==> config.mk <==
export PLATFORM = sky130hd
export DESIGN_NAME = quad_sum_accum
export DESIGN_NICKNAME = d
export VERILOG_FILES = /design/src/rtl/quad_sum_pkg.sv /design/src/rtl/sum_out_reg.sv /design/src/rtl/quad_sum_accum.sv
export SDC_FILE = /design/constraint.sdc
export NUM_CORES = 1
export LEC_CHECK = 0
export CORE_UTILIZATION = 52
export DETAILED_ROUTE_END_ITERATION = 6
export GPL_ROUTABILITY_DRIVEN = 0
export PLACE_DENSITY = 0.8
export RECOVER_POWER = 25
export REMOVE_ABC_BUFFERS = 1
export SLEW_MARGIN = 20
export SYNTH_ARGS = -nofsm -noshare
export SYNTH_HDL_FRONTEND = slang
export SYNTH_HIERARCHICAL = 1
export SYNTH_SLANG_ARGS = --single-unit
export TNS_END_PERCENT = 20
==> constraint.sdc <==
create_clock -name clk -period 2.55 [get_ports clk]
set_input_delay 0.51 -clock clk [delete_from_list [all_inputs] [get_ports clk]]
set_output_delay 0.51 -clock clk [all_outputs]
set_load 0.01 [all_outputs]
==> src/rtl/quad_sum_pkg.sv <==
// Types and constants shared between the 4-operand adder and its downstream consumers.
package quad_sum_pkg;

    localparam int IN_W = 10;

    typedef logic [IN_W-1:0] sum_t;

    // A window of 2**n_log2 samples of in_w bits needs exactly n_log2 extra bits.
    function automatic int acc_width(input int in_w, input int n_log2);
        return in_w + n_log2;
    endfunction

endpackage

==> src/rtl/sum_out_reg.sv <==
// Valid/ready result holding register: load, hold until taken, pop, or pop+load together.
module sum_out_reg #(
    parameter int DATA_W = 8
) (
    input  logic              clk,
    input  logic              rst_n,
    input  logic              load,
    input  logic [DATA_W-1:0] load_data,
    input  logic              out_ready,
    output logic              out_valid,
    output logic [DATA_W-1:0] out_data
);

    logic              valid_reg;
    logic [DATA_W-1:0] data_reg;

    // A load wins over a pop, so a result taken in the same cycle is replaced without a bubble.
    always_ff @(posedge clk or negedge rst_n) begin
        if (!rst_n) begin
            valid_reg <= 1'b0;
            data_reg  <= '0;
        end else if (load) begin
            valid_reg <= 1'b1;
            data_reg  <= load_data;
        end else if (valid_reg && out_ready) begin
            valid_reg <= 1'b0;
        end
    end

    assign out_valid = valid_reg;
    assign out_data  = data_reg;

endmodule

==> src/rtl/quad_sum_accum.sv <==
// Sums fixed windows of 2**N_LOG2 adder results and emits the window total and truncated mean.
module quad_sum_accum #(
    parameter  int IN_W   = quad_sum_pkg::IN_W,
    parameter  int N_LOG2 = 4,
    localparam int ACC_W  = quad_sum_pkg::acc_width(IN_W, N_LOG2)
) (
    input  logic              clk,
    input  logic              rst_n,
    input  logic              clr,
    input  logic              in_valid,
    output logic              in_ready,
    input  logic [IN_W-1:0]   in_sum,
    output logic              out_valid,
    input  logic              out_ready,
    output logic [ACC_W-1:0]  out_total,
    output logic [IN_W-1:0]   out_avg,
    output logic [N_LOG2-1:0] win_cnt
);

    import quad_sum_pkg::*;

    logic [ACC_W-1:0]      acc_reg;
    logic [N_LOG2-1:0]     win_cnt_reg;
    logic [ACC_W-1:0]      sum_next;
    logic [IN_W-1:0]       avg_next;
    logic                  win_last;
    logic                  accept;
    logic                  win_done;
    logic [ACC_W+IN_W-1:0] res_data;

    assign win_last = &win_cnt_reg;
    assign sum_next = acc_reg + ACC_W'(in_sum);
    assign avg_next = IN_W'(sum_next >> N_LOG2);

    // Only the completing sample can be blocked, and only when the held result is not leaving now.
    assign in_ready = rst_n && !clr && !(win_last && out_valid && !out_ready);
    assign accept   = in_valid && in_ready;
    assign win_done = accept && win_last;

    always_ff @(posedge clk or negedge rst_n) begin
        if (!rst_n) begin
            acc_reg     <= '0;
            win_cnt_reg <= '0;
        end else if (clr) begin
            acc_reg     <= '0;
            win_cnt_reg <= '0;
        end else if (accept) begin
            if (win_last) begin
                acc_reg     <= '0;
                win_cnt_reg <= '0;
            end else begin
                acc_reg     <= sum_next;
                win_cnt_reg <= win_cnt_reg + N_LOG2'(1);
            end
        end
    end

    sum_out_reg #(
        .DATA_W (ACC_W + IN_W)
    ) u_out_reg (
        .clk       (clk),
        .rst_n     (rst_n),
        .load      (win_done),
        .load_data ({sum_next, avg_next}),
        .out_ready (out_ready),
        .out_valid (out_valid),
        .out_data  (res_data)
    );

    assign out_total = res_data[ACC_W+IN_W-1:IN_W];
    assign out_avg   = res_data[IN_W-1:0];
    assign win_cnt   = win_cnt_reg;

endmodule

# Word level (Yosys, flattened, before mapping)
# Cells that the tools add are included.
# classes
addsub	2
n_mux	8
n_reduce_logical	13
# op_table
operator	count
$mux W14	3
$add A14 B10 Y14	1
$mux W4	3
$logic_and A1 B1 Y1	7
$add A4 B1 Y4 const B	1
$reduce_and A4 Y1	1
$reduce_bool A2 Y1	2
$logic_not A1 Y1	3
$mux W1	2
# totals
reg_bits	43

# Longest topological paths before layout
# Gate-level depths: netlist of run 1.
# depth
ltp_word	8
mapped_depth	7
ltp_nobuf	7

# Hierarchy
# Netlist of run 1, hierarchy kept.
# modules_own_cells
module	instances	area_per_inst_um2	seq_area_each_um2	cells_each
quad_sum_accum	1	1347.5	450.4	145
sum_out_reg	1	1029.7	625.6	54

# Worst setup path after synthesis of run 1
# No wires, ideal clock.
# synth_timing
path_kind	input to register
from	input port in_sum[0]
to	register u_out_reg.data_reg[22] (netlist: u_out_reg/out_data[22])
arrival_time_ps	2306
setup_slack_ps	119
stages	7
setup_ps	125
path_cell_list	ha_1 -> fa_1 -> a211oi_1 -> nor3_1 -> o31ai_1 -> xnor2_1 -> mux2_2
# synth_via
elab_chain_len	1
# synth_rtl
element	line_no	text
start: declaration	quad_sum_accum.sv:12	input logic [IN_W-1:0] in_sum,
$add A14 B10 Y14	quad_sum_accum.sv:32	assign sum_next = acc_reg + ACC_W'(in_sum);
net sum_next[12]	quad_sum_accum.sv:24	logic [ACC_W-1:0] sum_next;
end signal: assignment	sum_out_reg.sv:24	data_reg <= load_data;
end: declaration	sum_out_reg.sv:15	logic [DATA_W-1:0] data_reg;
# The timed path passes the listed nets, and every way through them passes these cells.
# A chain may end at the register's enable or synchronous reset.

# Final worst setup path of run 1
# layout_timing
from	input port in_sum[1]
to	register u_out_reg.data_reg[19] (netlist: u_out_reg/out_data[19])
# The elaborated chain is that of the path after synthesis.

==> impl_metrics.tcl, run 1 <==
set metrics [dict create \
    status "completed" \
    gr-usage-all-layers 0.216 \
    stdcell_area_um2 3160 \
    io_buffer_count 44 \
    firstDrtPassIters 4 \
    die_area_um2 4850 \
    vias 1838 \
    rows 24 \
    cts_buffers 5 \
    grt_pass1_wl_um 8290 \
    ys_top_cells_by_area "dfrtp_1 (45%), mux2_4 (12%), ha_1 (5.8%)" \
    route.detailed.vias_per_inst 5.66 \
    clock-root-buffer "clkbuf_8" \
    synthFlopType "dfrtp_1" \
    ant_nets 0 \
    area_growth_pct 32.8 \
    leakagePower_nw 1.51 \
    final_layout_size_suffix_gt1_frac 0.256 \
    drcViolationCount 0 \
    grt_overflow 0 \
    cts_tree "built" \
    wl_per_cell_um 15.6 \
    grt_pass1_vias 1777 \
    ir_drop_uv 359 \
    fmax_mhz 410 \
    synth_seq_cells 43 \
    largest_reg_flops 24 \
    placed_area_um2 3010 \
    core_area_um2 4380 \
    synthAdderAreaFrac 0.0663 \
    hold_viol 0 \
    skew_ns 0.00533 \
    crit_path_max_fanout 5 \
    synthXorXnorAreaFrac 0.0442 \
    dr.first_iter.drc_count 65 \
    hp-class "in2async" \
    whs_ns 0.0617 \
    end_kind "register" \
    drt_wl_total_um 5070 \
    power_density_nw_per_um2 456 \
    grt_max_degree 42 \
    required_ns 2.74 \
    yosysWarningCount 6 \
    htreeDepth 2 \
    synth_top_family_by_area "compound AO/OA/AOI/OAI gates" \
    synth_edf_count 0 \
    crit_type "in2reg" \
    start_util 0.542 \
    synth_cells 199 \
    die_w_um 69.6 \
    synth_compound_area_frac 0.159 \
    arrival_ns 2.63 \
    avgSynthCellArea_um2 11.9 \
    fin_nets 299 \
    fin_crit_ns 2.44 \
    antennaDiodeCount 0 \
    fin_crit_sh 0.956 \
    ys_seq_area_frac 0.453 \
    netlist_area_um2 2380 \
    multiInputGateArea_um2 1240 \
    dp_hpwl_um 3600 \
    fillers 331 \
    synth_top_area_frac 0.453 \
    final-seq-area_um2 1080 \
    fin_ws_ns 0.113 \
    slew_headroom 0.336 \
    drv_cap 0 \
    critPathLaunchType "input port" \
    pre_cts_slack_ns -0.406 \
    async_flop_share 1.00 \
    top_level_ports 45 \
    fin_util 0.720 \
    finalSetupViolations 0 \
    max-clock-path-buffers 2 \
    synth-simple-area-share 0.0905 \
    synth.area.mux_share 0.148 \
    yosysTopAreaCell "dfrtp_1" \
    insertion_delay_ns 0.30 \
    die_h_um 69.6 \
    tightest_slew_ns 0.997 \
    cts_sinks 43 \
    path_clk_slew_ns 0.08 \
    drv_slew 0 \
    grt_antenna_before_repair 0 \
    synth_cell_types 49 \
]
-- power by group --
| group | switching, mW | leakage, nW | internal (mW) |
|---|---|---|---|
| clock network | 0.223 | 0.0515 | 0.247 |
| registers | 0.0108 | 0.596 | 0.695 |
| logic | 0.138 | 0.862 | 0.128 |
-- logic make-up (layout without fill, tap and decap cells) --
kind of cell	after synthesis	in the layout
compound gates	52	52
flops	43	43
xor+xnor	12	12
mux	25	25
fa+ha+maj	12	12
buf+inv	13	87
simple gates	42	42
-- synthesized netlist by cell type (all sizes together) (3+ instances only) --
| master | number |
|---|---|
| nand2 | 10 |
| nand3 | 3 |
| buf | 5 |
| or3 | 4 |
| xor2 | 4 |
| mux2 | 24 |
| a211oi | 4 |
| nor3 | 3 |
| a21o | 4 |
| inv | 7 |
| dfrtp | 43 |
| a22o | 8 |
| or2 | 3 |
| o21ai | 8 |
| ha | 11 |
| nor2 | 11 |
| a31oi | 3 |
| xnor2 | 8 |
| a21oi | 8 |
-- metal layers --
layer	vias up	global-route usage	part of all wire	routed length, µm
met5	-	0	0	0
met4	0	0.0733	0.017	88
met3	10	0.0422	0.035	180
met2	43	0.355	0.47	2400
met1	904	0.286	0.47	2400
li1	881	-	-	-
-- final timing paths --
| kind | start | endpoint | slack (ns) | cells after the start |
|---|---|---|---|---|
| max | in_sum[1] | u_out_reg/out_data[19]$_DFFE_PN0P_ | 0.11 | 8 |
| min | rst_n | win_cnt[2]$_DFFE_PN0P_ | 0.06 | 1 |
| max reg2reg | acc_reg[0]$_DFFE_PN0P_ | u_out_reg/out_data[8]$_DFFE_PN0P_ | 0.15 | 9 |
| min reg2reg | acc_reg[7]$_DFFE_PN0P_ | acc_reg[7]$_DFFE_PN0P_ | 0.50 | 2 |
| max in group asynchronous | rst_n | acc_reg[4]$_DFFE_PN0P_ | 1.23 | 2 |
| min in group clk | acc_reg[7]$_DFFE_PN0P_ | acc_reg[7]$_DFFE_PN0P_ | 0.50 | 2 |
-- layout by cell type (no fill, tap or decap), types with 7 or more instances in the layout --
master and n:
a21oi_1 7, a22o_1 8, buf_4 27, clkbuf_8 7
clkdlybuf4s50_1 41, dfrtp_1 43, ha_1 10, inv_1 7
mux2_4 20, nand2_1 10, nor2_1 11, o21ai_0 7
xnor2_1 7
-- per-stage QoR --
stage	total power, mW	TNS [ns]	instances
global placement	0.968	-3.18	316
floorplan	0.852	0	193
CTS	1.44	0	324
finish	1.44	0	325
global route	1.50	-0.000880	325
detailed placement	0.975	-4.87	316
-- worst max-delay path, stage by stage --
cell and delay [ns]:
clkdlybuf4s50_1 0.44, ha_1 0.30, a21oi_1 0.18, nand4b_1 0.28, a21oi_1 0.16, o31a_1 0.33
xor2_1 0.16, mux2_4 0.26
-- cell type report --
class,instances,share of cell area
clock buffers,8,0.0317
inverters,7,0.00832
multi-input cells,143,0.394
flip-flops and latches,43,0.341
well taps,52,0.0206
repair buffers,72,0.205
-- what timing repair did --
action	4_1_cts	5_1_grt
buffers inserted	0	1
gates resized for setup	2	7
pin swaps	2	4
hold buffers	0	0
endpoints found under the setup margin	5	7
No activity file was read; power rests on OpenSTA's default activity.
==> run 2, diff against run 1 <==
- ABC_AREA: unset -> 1
- CORE_UTILIZATION: 52 -> 53
==> run 2 against run 1 <==
  * Hold slack better by 0.092 ns
  * Via count up 18%
  * Combinational power about the same
  * Non-clock buffer count down 26
  * Die area up 6.3%
  * Setup slack better by 0.020 ns
  * First-iteration DRC count up 49%
  * Cell count up 34%
  * Critical endpoint is now in_ready
==> impl_metrics.tcl, run 2 <==
set metrics [dict create \
    arrival_ns 1.91 \
    yosys-top-cells-count "nand2_1 (144), dfrtp_1 (43), inv_1 (38)" \
    rsz0062_at_grt "no" \
    p_clk_frac 0.364 \
    switchingPower_mw 0.413 \
    gr-usage-all-layers 0.229 \
    fillers 399 \
    clock-root-buffer "clkbuf_8" \
    grt_overflow 0 \
    start_util 0.550 \
    p_int_mw 1.11 \
    synth_edf_count 0 \
    firstDrtPassIters 4 \
    die_area_um2 5150 \
    rows 25 \
    synth_cell_types 32 \
    cts_buffers 5 \
    crit_path_max_fanout 5 \
    synthFlopType "dfrtp_1" \
    synth_top_area_frac 0.417 \
    io_buffer_count 44 \
    grt_pass1_vias 2082 \
    fmax_mhz 414 \
    dr.first_iter.drc_count 97 \
    largest_reg_flops 24 \
    drt_wl_total_um 5250 \
    cts_resized 0 \
    insertion_delay_ns 0.30 \
    fin_crit_ns 2.42 \
    crit_slowest_cell "clkdlybuf4s50_1" \
    final_common_cell "nand2_1" \
    fin_util 0.667 \
    grt_antenna_before_repair 0 \
    path_cells "ha_1 -> nand2_1 -> nor2_2 -> nand2_1 -> and3_1 -> clkdlybuf4s50_1" \
    final_layout_size_suffix_gt1_frac 0.118 \
    crit_buf_inv 1 \
    fin_cells 434 \
    synth_most_common_cell "nand2_1" \
    drv_slew 0 \
    holdBufCountCts 0 \
    fin_nets 406 \
    ys_seq_area_frac 0.417 \
    cp_top_family "buffers and inverters" \
    ant_nets 0 \
    grt_max_degree 39 \
    htreeDepth 2 \
    leakagePower_nw 1.71 \
    final_cell_mix "nand2_1 (144), dfrtp_1 (43), clkdlybuf4s50_1 (43), inv_1 (38), nand2_2 (18)" \
    cpMostUsedCell "nand2_1" \
    finalSetupViolations 0 \
    vias 2170 \
    max-clock-path-buffers 2 \
    path_clk_slew_ns 0.08 \
    seqPwrFrac 0.464 \
    die_h_um 71.8 \
    setup_tns_ns 0 \
    grt_pass1_wl_um 9180 \
    post-cts-setup-buffers 0 \
    critical-path-max-stage-delay_ns 0.54 \
    drv_cap 0 \
    critPathLaunchType "register" \
    hp-class "in2async" \
    required_ns 2.04 \
    yosysWarningCount 6 \
    cts_tree "built" \
    tightest_slew_ns 0.953 \
    fin_crit_sh 0.948 \
    synth_cells 333 \
    wl_per_cell_um 12.1 \
    slew_headroom 0.365 \
    skew_ns 0.00768 \
    cts_sinks 43 \
    netlist_area_um2 2580 \
    hold_viol 0 \
    p_comb_frac 0.172 \
    power_density_nw_per_um2 488 \
    async_flop_share 1.00 \
    yosysTopAreaCell "dfrtp_1" \
    crit_type "reg2out" \
    synth_seq_cells 43 \
    core_area_um2 4690 \
    p_sw_frac 0.271 \
    route.detailed.vias_per_inst 5.00 \
    status "completed" \
    drcViolationCount 0 \
    dp.cells 426 \
    top_level_ports 45 \
    area_growth_pct 21.3 \
    avgSynthCellArea_um2 7.75 \
    ys_top_cells_by_area "dfrtp_1 (42%), nand2_1 (21%), inv_1 (5.5%)" \
    end_kind "primary output" \
    die_w_um 71.8 \
    antennaDiodeCount 0 \
    dp_hpwl_um 3830 \
    ir_drop_uv 292 \
]
## run 2: through the flow
stage               power, mW  instance area (µm²)  setup slack (ns)  hold WS, ns
global placement        0.978                 3020            0.0919        0.376
global route             1.59                 3130            0.0396        0.185
floorplan               0.900                 2500             0.577        0.214
detailed placement      0.985                 3020            0.0116        0.374
finish                   1.53                 3130             0.133        0.154
CTS                      1.54                 3130             0.134       0.0508
## run 2: final timing paths
path                                                         from                            endpoint  slack, ns  cells past startpoint
max in group asynchronous                                   rst_n   u_out_reg/out_data[0]$_DFFE_PN0P_       1.08                      2
worst max register to register             acc_reg[0]$_DFFE_PN0P_  u_out_reg/out_data[22]$_DFFE_PN0P_       0.58                      9
worst max-delay path                       win_cnt[0]$_DFFE_PN0P_                            in_ready       0.13                      6
worst min register to register  u_out_reg/out_data[8]$_DFFE_PN0P_   u_out_reg/out_data[8]$_DFFE_PN0P_       0.47                      2
min in group clk                u_out_reg/out_data[8]$_DFFE_PN0P_   u_out_reg/out_data[8]$_DFFE_PN0P_       0.47                      2
worst min-delay path                                        rst_n              win_cnt[0]$_DFFE_PN0P_       0.15                      1
## run 2: cells by family after synthesis
logic type / share of synthesized area
AO/OA/AOI/OAI: 0.0291
XOR/XNOR: 0.0388
adder cells (fa/ha/maj): 0.0611
buffers and inverters: 0.0960
flip-flops: 0.417
AND/OR/NAND/NOR: 0.358
## run 2: cell type report
class / instances / area, µm² / area share
Clock inverter: 2 / 35.0 / 0.0112
Timing Repair Buffer: 46 / 447 / 0.143
Sequential cell: 43 / 1080 / 0.344
Tap cell: 54 / 67.6 / 0.0216
Multi-Input combinational cell: 241 / 1260 / 0.401
Inverter: 42 / 166 / 0.0532
Clock buffer: 6 / 82.6 / 0.0264
## run 2: power by group through the flow
stage / Clock, mW / Sequential [mW] / Combinational, mW
after floorplan: 0 / 0.721 / 0.180
after global placement: 0 / 0.722 / 0.256
after detailed placement: 0 / 0.722 / 0.262
after CTS: 0.562 / 0.709 / 0.264
after global routing: 0.584 / 0.712 / 0.296
final: 0.557 / 0.709 / 0.262
## run 2: worst register-to-register path: cells and delay by family (launching register included)
kind | cells | cell delay (ns)
and+or+nand+nor | 7 | 0.79
adders and majority gates | 2 | 0.67
DFF | 1 | 0.39
## run 2: per-layer routing
layer | share of wire | routed length [µm] | track usage | vias to the layer above
met2 | 0.48 | 2520 | 0.392 | 64
met3 | 0.042 | 220 | 0.0394 | 9
met1 | 0.46 | 2420 | 0.293 | 986
li1 | - | - | - | 1111
met5 | 0 | 0 | 0 | -
met4 | 0.018 | 92 | 0.0850 | 0
